[src/rtl/freq_clk_gen_if.sv]
// Signal bundle between a frequency-programming master and the freq_clk_gen
// square-wave generator.
interface freq_clk_gen_if;
    logic [31:0] freq;
    logic        enable;
    logic        clk_out;
    logic        tick;
    logic [31:0] half_period;
    logic        busy;

    modport master (output freq, enable, input clk_out, tick, half_period, busy);
    modport slave  (input freq, enable, output clk_out, tick, half_period, busy);
endinterface

[src/rtl/freq_clk_gen.sv]
// Programmable square-wave generator: half-period = CLK_HZ / (2*freq), found by
// a 32-step restoring divider and swapped in only at toggle boundaries.
module freq_clk_gen #(
    parameter logic [31:0] CLK_HZ = 32'd50_000_000
) (
    input  logic           clk,
    input  logic           rst_n,
    freq_clk_gen_if.slave  bus
);
    typedef enum logic [1:0] {IDLE, DIV, RUN} state_e;

    state_e      state_q, state_d;
    logic [31:0] freq_lat_q, freq_lat_d;
    logic [32:0] dvsr_q, dvsr_d;
    logic [32:0] rem_q, rem_d;
    logic [31:0] quo_q, quo_d;
    logic [4:0]  step_q, step_d;
    logic [31:0] pend_q, pend_d;
    logic        pend_vld_q, pend_vld_d;
    logic [31:0] hp_q, hp_d;
    logic [31:0] cnt_q, cnt_d;
    logic        clk_out_q, clk_out_d;
    logic        tick_q, tick_d;

    logic        freq_chg;
    logic        div_done;
    logic        boundary;
    logic [33:0] rem_sh;
    logic [33:0] rem_sub;
    logic        q_bit;
    logic [31:0] quo_nxt;
    logic [31:0] h_val;

    assign freq_chg = (state_q != DIV) && (bus.freq != freq_lat_q);
    assign div_done = (state_q == DIV) && (step_q == 5'd31);

    // One restoring step; the remainder is always below the divisor, so bit 33
    // of the trial subtraction is a clean borrow flag.
    assign rem_sh  = {rem_q, quo_q[31]};
    assign rem_sub = rem_sh - {1'b0, dvsr_q};
    assign q_bit   = ~rem_sub[33];
    assign quo_nxt = {quo_q[30:0], q_bit};
    assign h_val   = (quo_nxt == '0) ? 32'd1 : quo_nxt;

    always_ff @(posedge clk or negedge rst_n) begin
        if (!rst_n) state_q <= IDLE;
        else        state_q <= state_d;
    end

    always_comb begin
        state_d = state_q;
        unique case (state_q)
            IDLE, RUN: if (freq_chg) state_d = (bus.freq == '0) ? RUN : DIV;
            DIV:       if (div_done) state_d = RUN;
            default:   state_d = IDLE;
        endcase
    end

    always_comb begin
        freq_lat_d = freq_lat_q;
        dvsr_d     = dvsr_q;
        rem_d      = rem_q;
        quo_d      = quo_q;
        step_d     = step_q;
        pend_d     = pend_q;
        pend_vld_d = pend_vld_q;
        hp_d       = hp_q;
        cnt_d      = cnt_q;
        clk_out_d  = clk_out_q;
        boundary   = bus.enable && (hp_q != '0) && (cnt_q == hp_q - 32'd1);

        if (!bus.enable || hp_q == '0) begin
            cnt_d     = '0;
            clk_out_d = 1'b0;
        end else if (boundary) begin
            cnt_d     = '0;
            clk_out_d = ~clk_out_q;
        end else begin
            cnt_d = cnt_q + 32'd1;
        end

        if (pend_vld_q && (hp_q == '0 || boundary)) begin
            hp_d       = pend_q;
            pend_vld_d = 1'b0;
            if (pend_q == '0) begin
                cnt_d     = '0;
                clk_out_d = 1'b0;
            end
        end

        // New pending values are written after the apply so they are not lost.
        if (freq_chg) begin
            freq_lat_d = bus.freq;
            if (bus.freq == '0) begin
                pend_d     = '0;
                pend_vld_d = 1'b1;
            end else begin
                dvsr_d = {bus.freq, 1'b0};
                rem_d  = '0;
                quo_d  = CLK_HZ;
                step_d = '0;
            end
        end

        if (state_q == DIV) begin
            rem_d  = q_bit ? rem_sub[32:0] : rem_sh[32:0];
            quo_d  = quo_nxt;
            step_d = step_q + 5'd1;
            if (div_done) begin
                pend_d     = h_val;
                pend_vld_d = 1'b1;
            end
        end

        tick_d = clk_out_d & ~clk_out_q;
    end

    always_ff @(posedge clk or negedge rst_n) begin
        if (!rst_n) begin
            freq_lat_q <= '0;
            dvsr_q     <= '0;
            rem_q      <= '0;
            quo_q      <= '0;
            step_q     <= '0;
            pend_q     <= '0;
            pend_vld_q <= 1'b0;
            hp_q       <= '0;
            cnt_q      <= '0;
            clk_out_q  <= 1'b0;
            tick_q     <= 1'b0;
        end else begin
            freq_lat_q <= freq_lat_d;
            dvsr_q     <= dvsr_d;
            rem_q      <= rem_d;
            quo_q      <= quo_d;
            step_q     <= step_d;
            pend_q     <= pend_d;
            pend_vld_q <= pend_vld_d;
            hp_q       <= hp_d;
            cnt_q      <= cnt_d;
            clk_out_q  <= clk_out_d;
            tick_q     <= tick_d;
        end
    end

    always_comb begin
        bus.busy        = (state_q == DIV);
        bus.clk_out     = clk_out_q;
        bus.tick        = tick_q;
        bus.half_period = hp_q;
    end
endmodule

[src/flat_wrapper.sv]
// flat-port wrapper written by rule: the top's interface ports become plain ports
module freq_clk_gen_flat 
#(
    parameter logic [31:0] CLK_HZ = 32'd50_000_000
)
  (clk, rst_n, bus_freq, bus_enable, bus_clk_out, bus_tick, bus_half_period, bus_busy);
  freq_clk_gen_if bus_i ();
  input  logic clk;
  input  logic rst_n;
  input wire logic [$bits(bus_i.freq)-1:0] bus_freq;
  input wire logic [$bits(bus_i.enable)-1:0] bus_enable;
  output wire logic [$bits(bus_i.clk_out)-1:0] bus_clk_out;
  output wire logic [$bits(bus_i.tick)-1:0] bus_tick;
  output wire logic [$bits(bus_i.half_period)-1:0] bus_half_period;
  output wire logic [$bits(bus_i.busy)-1:0] bus_busy;
  assign bus_i.freq = bus_freq;
  assign bus_i.enable = bus_enable;
  assign bus_clk_out = bus_i.clk_out;
  assign bus_tick = bus_i.tick;
  assign bus_half_period = bus_i.half_period;
  assign bus_busy = bus_i.busy;
  freq_clk_gen #(.CLK_HZ(CLK_HZ)) u_core (.clk(clk), .rst_n(rst_n), .bus(bus_i));
endmodule
[config.mk]
export PLATFORM = sky130hd
export DESIGN_NAME = freq_clk_gen_flat
export DESIGN_NICKNAME = d
export VERILOG_FILES = /design/src/rtl/freq_clk_gen_if.sv /design/src/rtl/freq_clk_gen.sv /design/src/flat_wrapper.sv
export SDC_FILE = /design/constraint.sdc
export NUM_CORES = 1
export LEC_CHECK = 0
export BUFFER_PORTS_ARGS = -buffer_cell sky130_fd_sc_hd__clkbuf_2
export CORE_MARGIN = 4
export CORE_UTILIZATION = 56
export DETAILED_ROUTE_END_ITERATION = 12
export GPL_ROUTABILITY_DRIVEN = 0
export GPL_TIMING_DRIVEN = 0
export PLACE_DENSITY_LB_ADDON = 0.25
export SLEW_MARGIN = 10
export SYNTH_ARGS = -nofsm -noshare
export SYNTH_HDL_FRONTEND = slang
export SYNTH_SLANG_ARGS = --single-unit
[constraint.sdc]
create_clock -name clk -period 3.4 [get_ports clk]
set_input_delay 0.34 -clock clk [delete_from_list [all_inputs] [get_ports clk]]
set_output_delay 0.34 -clock clk [all_outputs]
set_load 0.02 [all_outputs]
# --- Word level (Yosys, flattened, before mapping) ---
# Cells that the tools add are included.
word_totals:
  ramBits: 0
  n_memories: 0
  elab_cells: 80
  output_inout_bits: 35
  latchBits: 0
  ff_bits: 235
  rom_bits: 0
op_classes:
  n_div: 0
  shift: 0
  n_bitwise: 4
  n_lt_le_gt_ge: 0
  mux: 32
  multipliers: 0
  n_reduce_logical: 19
  addsub: 4
  eq_ne: 9
op_table:
  columns: ["operator", "count"]
  rows:
  - ["$mux W32", 12]
  - ["$mux W33", 4]
  - ["$logic_not A32 Y1", 4]
  - ["$sub A34 B33 Y34", 1]
  - ["$add A32 B1 Y32 const B", 1]
  - ["$eq A32 B32 Y1", 1]
  - ["$ne A32 B32 Y1", 1]
  - ["$reduce_bool A32 Y1", 1]
  - ["$sub A32 B1 Y32 const B", 1]
  - ["$mux W5", 3]
  - ["$mux W1", 9]
  - ["$mux W2", 3]
  - ["$ne A2 B1 Y1 const B", 3]
  - ["$reduce_and A2 Y1", 3]
  - ["$add A5 B1 Y5 const B", 1]
  - ["$eq A5 B5 Y1 const B", 1]
  - ["$logic_and A1 B1 Y1", 5]
  - ["$pmux W2 S2", 1]
  - ["$not A1 Y1", 3]
  - ["$eq A2 B1 Y1 const B", 1]
  - ["$eq A2 B2 Y1 const B", 1]
  - ["$logic_not A2 Y1", 1]
  - ["$logic_or A1 B1 Y1", 2]
  - ["$ne A2 B2 Y1 const B", 1]
  - ["other kinds (4)", 4]

# --- Logic depth before layout (Yosys ltp) ---
# Gate-level depths: netlist of run 1.
logic_depth:
  word_depth: 10
  ltp_mapped: 13
  ltp_nobuf: 11

# --- Worst setup path after synthesis of run 1 ---
# No wires, ideal clock.
synth_path:
  path_type: "flip-flop to flip-flop"
  from: "register u_core.hp_q[5] (netlist: u_core.bus.half_period[5])"
  to: "register u_core.hp_q[0] (netlist: u_core.bus.half_period[0])"
  path_slack_ns: -0.138
  path_buffers: 3
  t_required_ns: 3.275
  arrival_time_ns: 3.413
  stages_incl_launch_ff: 12
  period_less_slack_ns: 3.538
  path_cell_list: "dfrtp_1 > buf_2 > or4_1 > buf_2 > nor4_2 > and3_1 > mux2_2 > a211oi_1 > nand4_2 > o22a_2 > buf_6 > mux2_4"
synth_via:
  elab_chain_len: 5
synth_lines:
  columns: ["item", "line_no", "rtl"]
  rows:
  - ["from (decl)", "freq_clk_gen.sv:20", "logic [31:0] hp_q, hp_d;"]
  - ["from (signal assigned)", "freq_clk_gen.sv:139", "hp_q <= hp_d;"]
  - ["$sub A32 B1 Y32 / $reduce_bool A32 Y1 (equally long branches)", "freq_clk_gen.sv:70", "boundary = bus.enable && (hp_q != '0) && (cnt_q == hp_q - 32'd1);"]
  - ["$eq A32 B32 Y1 / $logic_and A1 B1 Y1 (equally long branches)", "freq_clk_gen.sv:70", null]
  - ["$logic_and A1 B1 Y1", "freq_clk_gen.sv:70", null]
  - ["$logic_or A1 B1 Y1 (*)", "freq_clk_gen.sv:82", "if (pend_vld_q && (hp_q == '0 || boundary)) begin"]
  - ["$logic_and A1 B1 Y1 (*)", "freq_clk_gen.sv:82", null]
# Mark *: on every way between the ends. The rest lies on a longest branch, timed or not.
# A chain may end at the register's enable or synchronous reset.

# --- Worst setup path after layout of run 1 ---
layout_path:
  from: "register u_core.hp_q[2] (netlist: u_core.bus.half_period[2])"
  to: "register u_core.hp_q[12] (netlist: u_core.bus.half_period[12])"
# The elaborated chain is that of the path after synthesis.

==> impl_metrics.csv, run 1 <==
group,metric,value,unit
status,outcome,"finished, final reports clean",
yosys,ys_types,70,
place,numPortBuffers,69,
clock_tree,cts-root-buf,"clkbuf_16",
yosys,synth.largest_area_cell,"dfrtp_1",
timing,rsz0062_at_grt,"true",
yosys,synth_xor_area_frac,0.0859,
drt,via_per_inst,6.05,
flow_run,maxCapViolations,0,
timing,finClkSkew,0.0291,ns
power_and_ir_drop,vdd_drop_max,0.421,mV
drt,drt_iter0_markers,873,
yosys,synth_top_family_by_area,"compound AO/OA/AOI/OAI gates",
yosys,mappedNetlistArea,13100,sq um
clock_tree,clk-insertion-delay-late,0.54,ns
drt,wl_met2,17.4,mm
layout,layout-drive-gt1-share,0.177,
min_path,hp-class,"primary input to register",
clock_tree,cts_tree,"yes",
timing,period_share,0.996,
timing,max_slew_margin,0.536,
floorplan,die_w,161,um
yosys,synth_simple_gate_area_share,0.159,
clock_tree,htree_levels,1,
place,pre_cts_ws,-1.17,ns
timing,fin_crit,3.39,ns
yosys,async_flop_share,1.00,
yosys,synthMuxAreaShare,0.0645,
clock_tree,clock_sinks,235,
power_and_ir_drop,p_leak,0.00686,uW
layout,diodes,0,
timing,finalMaxSlewViolations,0,
drt,dr.pass1.iters,5,
setup_path,path_common_cell,"mux2_4",
layout,ff_latch_area,5880,sq um
setup_path,ff2ff_path_depth,11,
setup_path,cp_cell_sequence,"buf_6, or4_4, nor4_4, buf_4, and3_4, mux2_4, a211oi_4, nand4_4, o22a_4, clkbuf_16, mux2_4",
global_route,grt_overflow,0,
drt,route.top_layer_used,"met4",
global_route,grt_pass1_vias,10800,
timing,setup_ws,0.0145,ns
setup_path,critPathBufInv,3,
clock_tree,clkTransAtPathRegs,0.06,ns
setup_path,cp.arrival,3.79,ns
setup_path,cp_num_cells,11,
min_path,holdPathStages,2,
clock_tree,clk_path_buf_depth,3,
setup_path,rrSetupSlack,0.01,ns
drt,drtAntennaViolNets,0,
yosys,ys.flop_type,"dfrtp_1",
floorplan,die_y,161,um
drt,routedLengthMet1,14.2,mm
layout,multi_input_area,7000,sq um
floorplan,start_util,0.574,
layout,final_nets,1546,
setup_path,cpMaxStageDelayCell,"or4_4",
timing,hold_viol_final,0,
drt,totalWireLength,35.3,mm
yosys,synthTopCellsByArea,"dfrtp_1 45%, xnor2_1 5.8%, a22o_1 4.3%, nand2_1 4.0%, o21ai_0 3.7%",
setup_path,required,3.80,ns
yosys,yosysWarnings,0,
place,hpwl,24.9,mm
timing,finalSetupViolCount,0,
global_route,grt_pass1_wl,56.4,mm
drt,routed-wl-met3,1.78,mm
yosys,synth_fa_ha_area_frac,0.0368,
power_and_ir_drop,p_per_area,469,nW/um^2
yosys,yosys_register_bits,235,
layout,fillers,1800,
setup_path,critical_path_class,"register to register",
drt,via_count,10900,
setup_path,slowest_delay,0.57,ns
timing,whs,0.105,ns
setup_path,critPathMaxFanout,6,
setup_path,end_kind,"register",
floorplan,row_count,55,
yosys,synth_top_area_share,0.448,
yosys,synth_nets,1417,
yosys,synth_edf_count,0,
yosys,syn_inst,1344,
floorplan,core,22800,sq um
floorplan,ios,70,
floorplan,dieArea,25900,sq um
setup_path,crit_path_start_kind,"register",
yosys,postSynthAreaPerCell,9.76,sq um
setup_path,critPathTopFamily,"simple AND/OR/NAND/NOR gates",
global_route,antenna_found_initial,0,
drt,drc_errors,0,
timing,fin_tns_setup,0,ns
min_path,hold_end,"u_core.dvsr_q[20]",
layout,area.growth.synth_to_final,17.7,%
global_route,grt_max_degree,96,
setup_path,worstReg2RegStart,"u_core.bus.half_period[2]",
min_path,holdCritStartpoint,"bus_freq[19]",
setup_path,r2r-end,"u_core.bus.half_period[12]",
drt,route.detailed.wl_per_inst,19.5,um
timing,worstMarginPinSlew,0.696,ns
timing,max_freq,0.295,GHz
clock_tree,numCtsBuffers,26,
global_route,grt_use_total,0.265,
yosys,synth_compound_area_frac,0.164,
yosys,synth.yosys.seq_area_share,0.448,
[worst max path at each step]
stage	slack, ns	end	from
finish	0.01	u_core.bus.half_period[12]	u_core.bus.half_period[2]
global route	-0.08	u_core.bus.half_period[2]	u_core.bus.half_period[2]
CTS	-0.004	u_core.bus.clk_out	u_core.bus.half_period[5]
detailed placement	-1.17	u_core.rem_q[26]	u_core.dvsr_q[1]
global placement	-3.15	u_core.bus.half_period[4]	rst_n
floorplan	0.008	u_core.bus.half_period[0]	u_core.bus.half_period[5]
[flip-flops by register name, indices dropped and copies added, names as in the netlist]
name / count
u_core.bus.clk_out: 1
u_core.bus.half_period: 32
u_core.bus.tick: 1
u_core.cnt_q: 32
u_core.dvsr_q: 32
u_core.freq_lat_q: 32
u_core.pend_q: 32
u_core.pend_vld_q: 1
u_core.quo_q: 32
u_core.rem_q: 33
u_core.state_q: 2
u_core.step_q: 5
[routing by layer]
| layer | global-route usage | vias to the layer above |
|---|---|---|
| li1 | - | 5119 |
| met1 | 0.335 | 5360 |
| met2 | 0.449 | 343 |
| met3 | 0.0380 | 99 |
| met4 | 0.130 | 0 |
| met5 | 0 | - |
[logic make-up after synthesis]
kind of cell,Yosys count
AO/OA/AOI/OAI,316
XOR/XNOR,127
adder cells (fa/ha/maj),38
buffers and inverters,136
flip-flops,235
multiplexers,73
AND/OR/NAND/NOR,419
[cell usage in the layout, fill, tap and decap left out, types with 5 or more instances in the layout]
cell type	count
and3_1	17
mux2_4	15
or3_1	5
o311ai_0	8
a31oi_1	5
nor2_1	73
a21o_1	6
nor4_2	7
inv_1	65
xnor2_1	85
clkbuf_1	58
nor4_1	28
nand3_1	41
o31ai_1	22
ha_1	35
and4_1	5
nand4_1	30
a21oi_1	39
buf_4	34
o211ai_1	11
nor3_1	18
nand2b_1	10
o21ai_0	93
o21a_1	5
o21bai_1	5
mux2i_1	23
clkbuf_8	5
a32oi_1	5
nand2_1	138
mux2_2	35
a22o_1	65
xor2_1	39
nor2b_1	8
clkbuf_16	28
dfrtp_1	232
clkbuf_2	70
[area by class of cell]
| type | count | area share |
|---|---|---|
| clock buffers | 42 | 0.0494 |
| flip-flops and latches | 235 | 0.381 |
| clock inverters | 6 | 0.00697 |
| repair buffers | 106 | 0.0448 |
| plain buffers | 66 | 0.0225 |
| inverters | 65 | 0.0158 |
| multi-input cells | 973 | 0.454 |
| well taps | 313 | 0.0254 |
[report_power, final]
part	total, uW	internal, uW	switching, uW
Sequential	3210	3020	192
Clock	2900	1750	1140
Combinational	1130	501	627
Total	7240	5270	1960
[per-stage QoR]
stage	total power (uW)	instances	cell area (sq um)	util
detailed placement	4340	1728	13900	0.610
floorplan	3980	1344	13100	-
global route	7560	1806	15400	0.675
CTS	7260	1792	15100	0.662
finish	7240	1806	15400	0.675
global placement	4290	1726	13900	0.608
[what timing repair did]
item / CTS / global route
pin swaps: 14 / 15
buffers inserted: 16 / 17
endpoints found under the hold margin: 47 / 0
hold buffers: 1 / 0
setup endpoints to repair: 101 / 100
gates cloned: 0 / 1
gates resized for setup: 42 / 46
[Yosys cell counts (6+ instances only)]
cell type / instances
a21o_1: 6
a21oi_1: 42
a22o_1: 65
a31oi_1: 6
and3_1: 19
buf_2: 7
clkbuf_1: 56
dfrtp_1: 235
ha_1: 37
inv_1: 65
mux2_2: 36
mux2_4: 14
mux2i_1: 23
nand2_1: 139
nand2b_1: 10
nand3_1: 41
nand4_1: 30
nor2_1: 74
nor2b_1: 8
nor3_1: 21
nor4_1: 37
o211ai_1: 11
o21ai_0: 98
o311ai_0: 8
o31ai_1: 24
or4_1: 7
xnor2_1: 87
xor2_1: 39
Note: power is estimated with default switching activity, not from simulation.
==> run 2, diff against run 1 <==
--- a/config.mk
+++ b/config.mk
@@ -12,6 +12,7 @@
 export GPL_ROUTABILITY_DRIVEN = 0
 export GPL_TIMING_DRIVEN = 0
 export PLACE_DENSITY_LB_ADDON = 0.25
+export SETUP_SLACK_MARGIN = 0.02
 export SLEW_MARGIN = 10
 export SYNTH_ARGS = -nofsm -noshare
 export SYNTH_HDL_FRONTEND = slang
==> impl_metrics.csv, run 2 (synthesized netlist as in run 1, its figures left out) <==
group,metric,value,unit
status,outcome,"finished, final reports clean",
layout,area.growth.synth_to_final,19.7,%
timing,period_share,0.995,
timing,max_slew_margin,0.500,
setup_path,cp.arrival,3.78,ns
global_route,grt_use_total,0.261,
timing,finalMaxSlewViolations,0,
floorplan,start_util,0.574,
layout,layout-drive-gt1-share,0.197,
global_route,grt_max_degree,85,
power_and_ir_drop,total_power,7550,uW
timing,rsz0062_at_grt,"true",
setup_path,required,3.80,ns
timing,hold_viol_final,0,
power_and_ir_drop,clkPwrFrac,0.421,
drt,drtAntennaViolNets,0,
clock_tree,cts_tree,"yes",
drt,route.detailed.wl_per_inst,19.2,um
clock_tree,clk_path_buf_depth,3,
floorplan,dieArea,25900,sq um
place,pre_cts_ws,-1.10,ns
timing,finClkSkew,0.0199,ns
floorplan,row_count,55,
clock_tree,clk-insertion-delay-late,0.54,ns
power_and_ir_drop,seqPwrFrac,0.425,
timing,max_freq,0.296,GHz
timing,whs,0.0983,ns
global_route,grt_overflow,0,
timing,finalSetupViolCount,0,
layout,final_core_util,0.687,
clock_tree,cts-root-buf,"clkbuf_16",
timing,setup_ws,0.0184,ns
power_and_ir_drop,combPwrFrac,0.153,
drt,drc_errors,0,
timing,fin_crit,3.38,ns
global_route,grt_pass1_vias,10800,
layout,largest_reg_flops,33,
drt,drt_iter0_markers,762,
drt,via_count,11000,
floorplan,die_w,161,um
timing,worstMarginPinSlew,0.751,ns
layout,diodes,0,
drt,totalWireLength,35.1,mm
power_and_ir_drop,vdd_drop_max,0.449,mV
flow_run,maxCapViolations,0,
setup_path,crit_path_start_kind,"register",
power_and_ir_drop,p_sw,2000,uW
drt,dr.pass1.iters,7,
clock_tree,numCtsBuffers,26,
floorplan,core,22800,sq um
place,numPortBuffers,69,
place,placed_cell_area,13900,sq um
power_and_ir_drop,swShare,0.265,
floorplan,ios,70,
global_route,antenna_found_initial,0,
place,hpwl,24.6,mm
layout,final_common_cell,"dfrtp_1",
layout,fillers,1745,
min_path,hp-class,"primary input to register",
power_and_ir_drop,p_per_area,481,nW/um^2
layout,final_area,15700,sq um
layout,mostFrequentLayoutCells,"229 x dfrtp_1, 139 x nand2_1, 91 x o21ai_0",
setup_path,critical_path_class,"register to register",
setup_path,end_kind,"register",
layout,largest_register,"u_core.rem_q",
clock_tree,clkTransAtPathRegs,0.06,ns
power_and_ir_drop,p_int,5550,uW
clock_tree,htree_levels,1,
power_and_ir_drop,p_leak,0.00702,uW
global_route,grt_pass1_wl,55.4,mm
floorplan,die_y,161,um
drt,via_per_inst,6.06,
setup_path,critPathMaxFanout,10,
layout,final_nets,1562,
clock_tree,clock_sinks,235,
-- run 2: cell types whose count changed in the layout (fill, tap and decap cells not counted), sizes merged --
cell	change
buf	+19
bufinv	+3
clkbuf	-8
clkinv	+3
clkinvlp	-1
-- run 2: path summary, 6_finish.rpt --
path	from	to	slack (ns)	cells past startpoint
hold / removal	bus_freq[2]	u_core.dvsr_q[3]	0.1	2
hold reg to reg	u_core.step_q[3]	u_core.step_q[3]	0.49	1
min in group asynchronous	rst_n	u_core.cnt_q[9]	0.40	2
setup / recovery	u_core.bus.half_period[7]	u_core.bus.half_period[4]	0.02	10
max in group asynchronous	rst_n	u_core.freq_lat_q[16]	2.18	3
setup reg to reg	u_core.bus.half_period[7]	u_core.bus.half_period[4]	0.02	10
-- run 2: repair_timing --
| item | in CTS | in global routing |
|---|---|---|
| hold buffers | 1 | 0 |
| hold endpoints to repair | 68 | 0 |
| pin swaps | 12 | 13 |
| cloned | 1 | 0 |
| buffers inserted | 25 | 27 |
| setup endpoints to repair | 101 | 99 |
| resized for setup | 50 | 58 |
-- run 2: cell type report --
cell class | instances | area, sq um | area share
multi-input combinational | 973 | 7030 | 0.447
sequential | 235 | 5890 | 0.375
timing repair buffer | 125 | 837 | 0.0533
clock buffer | 37 | 763 | 0.0486
tap | 313 | 392 | 0.0249
buffer | 63 | 335 | 0.0214
inverter | 65 | 244 | 0.0155
clock inverter | 11 | 216 | 0.0138
-- run 2: metal layers --
metal	vias to the layer above	wire length, um	track usage
li1	5162	-	-
met1	5414	14300	0.329
met2	343	17400	0.444
met3	116	1610	0.0365
met4	0	1800	0.129
met5	-	0	0
-- run 2: stage by stage --
stage          cells  setup TNS, ns
5_1_grt         1822          -2.92
3_5_place_dp    1728         -71.88
6_report        1822              0
2_1_floorplan   1344              0
3_3_place_gp    1726        -698.89
4_1_cts         1801              0
-- run 2: critical path: stages, from the launching register on --
cell	delay [ns]
dfrtp_2	0.44
or4_4	0.59
nor4_4	0.37
buf_4	0.18
and3_4	0.19
mux2_4	0.32
a211oi_4	0.25
nand4_4	0.16
o22a_4	0.30
buf_8	0.17
mux2_4	0.29
-- run 2: power groups by stage --
stage / Combinational, uW / Clock [uW] / Sequential, uW
after global placement: 1040 / 0 / 3250
after global routing: 1280 / 3350 / 3230
final: 1160 / 3180 / 3210
after CTS: 1100 / 3230 / 3210
after floorplan: 789 / 0 / 3190
after detailed placement: 1080 / 0 / 3250
